**src/rtl/mips_pkg.sv**
```systemverilog
// Shared definitions for the divide sequencing controller and its HI/LO storage.
package mips_pkg;

    localparam int WIDTH      = 32;
    localparam int DIV_CYCLES = 33;

    typedef enum logic [2:0] {
        IDLE,
        START,
        WAIT,
        CAPTURE,
        EXC
    } div_state_t;

endpackage

```
**src/rtl/div_ctrl_if.sv**
```systemverilog
// CPU-side request/response bundle of the divide controller: DIV issue, flush, MFxx/MTxx, HI/LO.
interface div_ctrl_if #(
    parameter int WIDTH = mips_pkg::WIDTH
);

    logic             start;
    logic [WIDTH-1:0] op_a;
    logic [WIDTH-1:0] op_b;
    logic             abort;
    logic             mfhi_rd;
    logic             mflo_rd;
    logic             mthi_we;
    logic             mtlo_we;
    logic [WIDTH-1:0] wdata;

    logic [WIDTH-1:0] hi;
    logic [WIDTH-1:0] lo;
    logic             busy;
    logic             stall;
    logic             done;
    logic             div_zero;

    modport master (
        output start, op_a, op_b, abort,
        output mfhi_rd, mflo_rd, mthi_we, mtlo_we, wdata,
        input  hi, lo, busy, stall, done, div_zero
    );

    modport slave (
        input  start, op_a, op_b, abort,
        input  mfhi_rd, mflo_rd, mthi_we, mtlo_we, wdata,
        output hi, lo, busy, stall, done, div_zero
    );

endinterface

```
**src/rtl/div_ctrl_hilo_regs.sv**
```systemverilog
// Architectural HI/LO register pair: MTHI/MTLO writes plus divider-result capture (capture wins).
module hilo_regs #(
    parameter int WIDTH = mips_pkg::WIDTH
) (
    input  logic             clk,
    input  logic             reset,
    input  logic             mthi_we,
    input  logic             mtlo_we,
    input  logic [WIDTH-1:0] wdata,
    input  logic             cap_en,
    input  logic [WIDTH-1:0] cap_hi,
    input  logic [WIDTH-1:0] cap_lo,
    output logic [WIDTH-1:0] hi,
    output logic [WIDTH-1:0] lo
);

    always_ff @(posedge clk) begin
        if (reset) begin
            hi <= '0;
            lo <= '0;
        end else if (cap_en) begin
            hi <= cap_hi;
            lo <= cap_lo;
        end else begin
            if (mthi_we) hi <= wdata;
            if (mtlo_we) lo <= wdata;
        end
    end

endmodule

```
**src/rtl/div_ctrl.sv**
```systemverilog
// Sequencer for the external iterative signed divider: operand latch, div_init pulse,
// iteration count, HI/LO writeback, divide-by-zero report and stall generation.
module div_ctrl #(
    parameter int WIDTH      = mips_pkg::WIDTH,
    parameter int DIV_CYCLES = mips_pkg::DIV_CYCLES
) (
    input  logic             clk,
    input  logic             reset,
    div_ctrl_if.slave        bus,
    output logic             div_init,
    output logic [WIDTH-1:0] div_dividendo,
    output logic [WIDTH-1:0] div_divisor,
    input  logic [WIDTH-1:0] div_mfhi,
    input  logic [WIDTH-1:0] div_mflo,
    input  logic             div_excessao
);

    import mips_pkg::*;

    localparam int               CNT_W    = $clog2(DIV_CYCLES + 1);
    localparam logic [CNT_W-1:0] CNT_ONE  = CNT_W'(1);
    localparam logic [CNT_W-1:0] CNT_LAST = CNT_W'(DIV_CYCLES - 1);

    div_state_t       state;
    logic [CNT_W-1:0] count;
    logic             done_q;
    logic             div_zero_q;
    logic             in_idle;
    logic             req_any;
    logic             cap_en;
    logic             mthi_en;
    logic             mtlo_en;

    assign in_idle = (state == IDLE);
    assign req_any = bus.start | bus.mfhi_rd | bus.mflo_rd | bus.mthi_we | bus.mtlo_we;

    assign bus.busy     = ~in_idle;
    assign bus.stall    = ~in_idle & req_any;
    assign bus.done     = done_q;
    assign bus.div_zero = div_zero_q;

    // MT writes only land while idle; a stalled write is re-presented by the requester.
    assign mthi_en = in_idle & bus.mthi_we;
    assign mtlo_en = in_idle & bus.mtlo_we;
    assign cap_en  = (state == CAPTURE) & ~bus.abort;

    hilo_regs #(
        .WIDTH (WIDTH)
    ) u_hilo (
        .clk     (clk),
        .reset   (reset),
        .mthi_we (mthi_en),
        .mtlo_we (mtlo_en),
        .wdata   (bus.wdata),
        .cap_en  (cap_en),
        .cap_hi  (div_mfhi),
        .cap_lo  (div_mflo),
        .hi      (bus.hi),
        .lo      (bus.lo)
    );

    always_ff @(posedge clk) begin
        if (reset) begin
            state         <= IDLE;
            count         <= '0;
            div_dividendo <= '0;
            div_divisor   <= '0;
            div_init      <= 1'b0;
            done_q        <= 1'b0;
            div_zero_q    <= 1'b0;
        end else begin
            div_init   <= 1'b0;
            done_q     <= 1'b0;
            div_zero_q <= 1'b0;
            if (bus.abort && !in_idle) begin
                state <= IDLE;
            end else begin
                case (state)
                    IDLE: begin
                        if (bus.start) begin
                            div_dividendo <= bus.op_a;
                            div_divisor   <= bus.op_b;
                            div_init      <= 1'b1;
                            state         <= START;
                        end
                    end
                    // The divider flags a zero divisor straight from the latched operands,
                    // so it is already visible while div_init is high.
                    START: begin
                        count <= CNT_ONE;
                        state <= div_excessao ? EXC : WAIT;
                    end
                    WAIT: begin
                        if (div_excessao && count == CNT_ONE) begin
                            state <= EXC;
                        end else if (count == CNT_LAST) begin
                            state <= CAPTURE;
                        end else begin
                            count <= count + 1'b1;
                        end
                    end
                    CAPTURE: begin
                        done_q <= 1'b1;
                        state  <= IDLE;
                    end
                    EXC: begin
                        div_zero_q <= 1'b1;
                        state      <= IDLE;
                    end
                    default: state <= IDLE;
                endcase
            end
        end
    end

endmodule

```
**src/flat_wrapper.sv**
```systemverilog
// flat-port wrapper written by rule: the top's interface ports become plain ports
module div_ctrl_flat import mips_pkg::*;
#(
    parameter int WIDTH      = mips_pkg::WIDTH,
    parameter int DIV_CYCLES = mips_pkg::DIV_CYCLES
)
  (clk, reset, div_init, div_dividendo, div_divisor, div_mfhi, div_mflo, div_excessao, bus_start, bus_op_a, bus_op_b, bus_abort, bus_mfhi_rd, bus_mflo_rd, bus_mthi_we, bus_mtlo_we, bus_wdata, bus_hi, bus_lo, bus_busy, bus_stall, bus_done, bus_div_zero);
  div_ctrl_if #(.WIDTH(WIDTH)) bus_i ();
  input  logic clk;
  input  logic reset;
  output logic div_init;
  output logic [WIDTH-1:0] div_dividendo;
  output logic [WIDTH-1:0] div_divisor;
  input  logic [WIDTH-1:0] div_mfhi;
  input  logic [WIDTH-1:0] div_mflo;
  input  logic div_excessao;
  input wire logic [$bits(bus_i.start)-1:0] bus_start;
  input wire logic [$bits(bus_i.op_a)-1:0] bus_op_a;
  input wire logic [$bits(bus_i.op_b)-1:0] bus_op_b;
  input wire logic [$bits(bus_i.abort)-1:0] bus_abort;
  input wire logic [$bits(bus_i.mfhi_rd)-1:0] bus_mfhi_rd;
  input wire logic [$bits(bus_i.mflo_rd)-1:0] bus_mflo_rd;
  input wire logic [$bits(bus_i.mthi_we)-1:0] bus_mthi_we;
  input wire logic [$bits(bus_i.mtlo_we)-1:0] bus_mtlo_we;
  input wire logic [$bits(bus_i.wdata)-1:0] bus_wdata;
  output wire logic [$bits(bus_i.hi)-1:0] bus_hi;
  output wire logic [$bits(bus_i.lo)-1:0] bus_lo;
  output wire logic [$bits(bus_i.busy)-1:0] bus_busy;
  output wire logic [$bits(bus_i.stall)-1:0] bus_stall;
  output wire logic [$bits(bus_i.done)-1:0] bus_done;
  output wire logic [$bits(bus_i.div_zero)-1:0] bus_div_zero;
  assign bus_i.start = bus_start;
  assign bus_i.op_a = bus_op_a;
  assign bus_i.op_b = bus_op_b;
  assign bus_i.abort = bus_abort;
  assign bus_i.mfhi_rd = bus_mfhi_rd;
  assign bus_i.mflo_rd = bus_mflo_rd;
  assign bus_i.mthi_we = bus_mthi_we;
  assign bus_i.mtlo_we = bus_mtlo_we;
  assign bus_i.wdata = bus_wdata;
  assign bus_hi = bus_i.hi;
  assign bus_lo = bus_i.lo;
  assign bus_busy = bus_i.busy;
  assign bus_stall = bus_i.stall;
  assign bus_done = bus_i.done;
  assign bus_div_zero = bus_i.div_zero;
  div_ctrl #(.WIDTH(WIDTH), .DIV_CYCLES(DIV_CYCLES)) u_core (.clk(clk), .reset(reset), .bus(bus_i), .div_init(div_init), .div_dividendo(div_dividendo), .div_divisor(div_divisor), .div_mfhi(div_mfhi), .div_mflo(div_mflo), .div_excessao(div_excessao));
endmodule
```
**config.mk**
```make
export PLATFORM = sky130hd
export DESIGN_NAME = div_ctrl_flat
export DESIGN_NICKNAME = d
export VERILOG_FILES = /design/src/rtl/mips_pkg.sv /design/src/rtl/div_ctrl_if.sv /design/src/rtl/div_ctrl_hilo_regs.sv /design/src/rtl/div_ctrl.sv /design/src/flat_wrapper.sv
export SDC_FILE = /design/constraint.sdc
export NUM_CORES = 1
export LEC_CHECK = 0
export CORE_MARGIN = 1
export CORE_UTILIZATION = 44
export DETAILED_ROUTE_END_ITERATION = 12
export HOLD_SLACK_MARGIN = 0.08
export PLACE_DENSITY = 0.86
export SLEW_MARGIN = 20
export SYNTH_ARGS = -nofsm -noshare
export SYNTH_HDL_FRONTEND = slang
export SYNTH_HIERARCHICAL = 1
export SYNTH_SLANG_ARGS = --single-unit
```
**constraint.sdc**
```tcl
create_clock -name clk -period 3.1 [get_ports clk]
set_input_delay 0.62 -clock clk [delete_from_list [all_inputs] [get_ports clk]]
set_output_delay 0.62 -clock clk [all_outputs]
set_load 0.005 [all_outputs]
```
==> flow_summary.yaml <==
status:
  run_status: "complete, no violations"
drt:
  detailed_route_iter0_violations: 237
  dr_wl_met3_um: 1440
  drt-total-wl_um: 17600
  top_layer_used: "met4"
  drt_pre_antenna_iters: 4
  length_of_routed_wiring_on_met1_um: 7060
  met2_wirelength_um: 8680
  post-route-drc-count: 0
  vias: 5595
  avgViaCountPerCell: 5.02
  drt.antenna.violating_nets: 0
  detail_route.wl_per_cell_um: 15.8
sta:
  final_period_minus_worst_setup_slack_ns: 2.62
  timing.final.crit_share_pct: 84.5
  fin_tns_setup_ns: 0
  relSlewSlack_pct: 64.1
  finalHoldViolCount: 0
  achievable-frequency_mhz: 382
  finalClockSkew_ns: 0.00744
  final_max_slew_viol_count: 0
  timing_worst_slew_pin_value_ns: 0.539
  grt_setup_unrepaired: "no"
  finalSetupViolations: 0
setup_path:
  cp_slowest_cell: "sky130_fd_sc_hd__clkdlybuf4s50_1"
  rr_worst_depth: 5
  timing.critical_path.required_ns: 2.48
  cpMostUsedCell: "sky130_fd_sc_hd__clkdlybuf4s50_1"
  cp_cell_sequence: "clkdlybuf4s50_1 > nor3_1 > a21oi_1 > clkdlybuf4s50_1"
  critPathKind: "in -> out"
  cp_data_arrival_time_ns: 2.00
  crit_path_end_kind: "output port"
  reg2reg_slack_ns: 1.28
  worstReg2RegStart: "u_core/state[2]$_SDFFE_PP0P_"
  start_kind: "input port"
  delay_of_the_slowest_critical_path_stage_ns: 0.53
  worst_setup_path_startpoint: "bus_start"
  crit_fanout: 5
  critical_path.reg2reg.endpoint: "u_core/u_hilo/lo[6]$_SDFFE_PP0P_"
grt:
  antenna_found_initial: 0
  grt_usage_pct: 23.9
  globalRoute.totalOverflow: 0
  grt_pass1_wl_um: 27300
  first_global_vias: 5479
  grt_max_degree: 79
finish:
  post-route-cell-area_sq_mm: 0.00975
  diodes: 0
  nets: 1095
  drive_above_1_share_pct: 10.3
  finalNonFillerCells: 1114
  area_growth_pct: 57.0
  mostFrequentLayoutCell: "sky130_fd_sc_hd__clkdlybuf4s50_1"
  layout.cells.most_common_list: "300 x sky130_fd_sc_hd__clkdlybuf4s50_1, 140 x sky130_fd_sc_hd__dfxtp_1, 132 x sky130_fd_sc_hd__nand2_1, 68 x sky130_fd_sc_hd__a21oi_1"
synth:
  synth_sequential_area_ratio_pct: 45.1
  ys.flop_type: "sky130_fd_sc_hd__dfxtp_1"
  yosysUniqueCellTypes: 48
  mean_area_per_synthesized_cell_sq_um: 9.64
  synth-seq-cells: 140
  synth-edff-count: 0
  mappedNetlistNets: 816
  synth.cell_area_sq_mm: 0.00621
  async_flop_share_pct: 0
  yosysWarningCount: 6
  post_synth_inst_count: 644
floorplanning:
  fp.dieArea_sq_mm: 0.0146
  core.rowCount: 43
  die_width_um: 121
  die_height_um: 121
  core-area_sq_mm: 0.0138
  pin_count: 302
  effective_utilization_at_floorplan_pct: 44.9
placed_design:
  place.detailed.instances: 1084
  post_dp_cell_area_sq_mm: 0.00921
  routabilityCongestion: 0.812
  port_buffers: 301
  dp_hpwl_um: 12100
power_and_ir_drop:
  ir_drop_mv: 0.493
  leakage_nw: 3.56
  powerDensity_mw_per_mm2: 699
clocking:
  worst_setup_hold_path_clk_slew_ns: 0.06
  cts_hold_buf: 0
  clock_sink_count: 140
  h-tree-depth: 4
  cts_buffers: 17
  postCtsSetupBuffers: 0
  max-clock-path-buffers: 2
  clockRootBuffer: "sky130_fd_sc_hd__clkbuf_16"
  cts_tree: "done"
  clock_insertion_delay_worst_skew_ns: 0.42
  cts-resized-gates: 0
min_path:
  min_delay_path_depth: 2
  hold_end: "u_core/div_dividendo[17]$_SDFFE_PP0P_"
  hold_class: "reg -> reg"
  hold_path.startpoint: "u_core/div_dividendo[17]$_SDFFE_PP0P_"
run:
  drv.max_cap_violation_count: 0
registers in the layout, summed over array words and instances (netlist names):
signal and cells:
u_core/count 6, u_core/div_divisor 32, u_core/state 3, u_core/div_init 1, u_core/div_dividendo 32, u_core/bus.div_zero 1, u_core/u_hilo/lo 32, u_core/u_hilo/hi 32
u_core/bus.done 1
routing by layer:
metal  track usage (%)  vias up
met1              26.9     2562
met4              9.49        0
li1                  -     2781
met5                 0        -
met2              41.0      217
met3              8.73       35
synthesized netlist by cell type (2+ instances only):
cell type                  number  area, sq um
sky130_fd_sc_hd__buf_2         15         75.1
sky130_fd_sc_hd__inv_1          5         18.8
sky130_fd_sc_hd__nor2b_1       64          400
sky130_fd_sc_hd__and2_1         5         31.3
sky130_fd_sc_hd__buf_6         10          113
sky130_fd_sc_hd__dfxtp_1      140         2800
sky130_fd_sc_hd__a211oi_1      26          195
sky130_fd_sc_hd__mux2i_1       64          641
sky130_fd_sc_hd__nor2_1         5         18.8
sky130_fd_sc_hd__a31oi_1        3         18.8
sky130_fd_sc_hd__a311oi_1       2         17.5
sky130_fd_sc_hd__a211oi_2      38          475
sky130_fd_sc_hd__nand3_1        5         25.0
sky130_fd_sc_hd__clkbuf_1      17         63.8
sky130_fd_sc_hd__o21ai_0        3         15.0
sky130_fd_sc_hd__a21oi_1       68          340
sky130_fd_sc_hd__and2_2         2         15.0
sky130_fd_sc_hd__nand3b_1       2         15.0
sky130_fd_sc_hd__buf_12         5          100
sky130_fd_sc_hd__ha_1           3         37.5
sky130_fd_sc_hd__nand2_1      133          499
sky130_fd_sc_hd__o211ai_1       3         22.5
area by class of cell:
class,instances,area (sq um)
inverters,6,22.5
well taps,180,225
clock inverters,11,98.8
fillers,1084,4070
multi-input cells,448,3010
repair buffers,310,3150
flip-flops and latches,140,2800
clock buffers,19,443
cells by family after synthesis:
| logic type | Yosys count | synth area share [%] |
|---|---|---|
| AND/OR/NAND/NOR | 230 | 18.5 |
| AO/OA/AOI/OAI | 151 | 18.9 |
| flip-flops | 140 | 45.1 |
| multiplexers | 64 | 10.3 |
| buffers and inverters | 56 | 6.55 |
| adder cells (fa/ha/maj) | 3 | 0.604 |
power breakdown:
part,internal [mW],switching (mW)
registers,2.18,0.208
logic,1.45,1.11
clock network,1.11,0.768
total,4.74,2.08
stage by stage:
| stage | hold WS (ns) | util (%) | setup WS [ns] | power (mW) |
|---|---|---|---|---|
| final | 0.452 | 70.5 | 0.481 | 6.82 |
| after global routing | 0.469 | 70.5 | 0.452 | 7.19 |
| after CTS | 0.454 | 70.5 | 0.480 | 6.88 |
| after detailed placement | 0.446 | 66.6 | 0.478 | 4.98 |
| after global placement | 0.440 | 66.6 | 0.494 | 4.92 |
| after floorplan | 0.453 | - | 1.50 | 3.89 |
critical path, delay by kind of cell:
family	cells	cell delay, ns
buffers and inverters	2	0.99
and+or+nand+nor	1	0.29
AOI/OAI and AO/OA	1	0.10
worst max-delay path by stage:
stage               slack [ns]                      endpoint  cells past startpoint
floorplan                 1.50  u_core/count[3]$_SDFFE_PP0P_                      4
global placement          0.49                     bus_stall                      4
detailed placement        0.48                     bus_stall                      4
CTS                       0.48                     bus_stall                      4
global route              0.45                     bus_stall                      4
finish                    0.48                     bus_stall                      4
(Power assumes the default switching activity.)
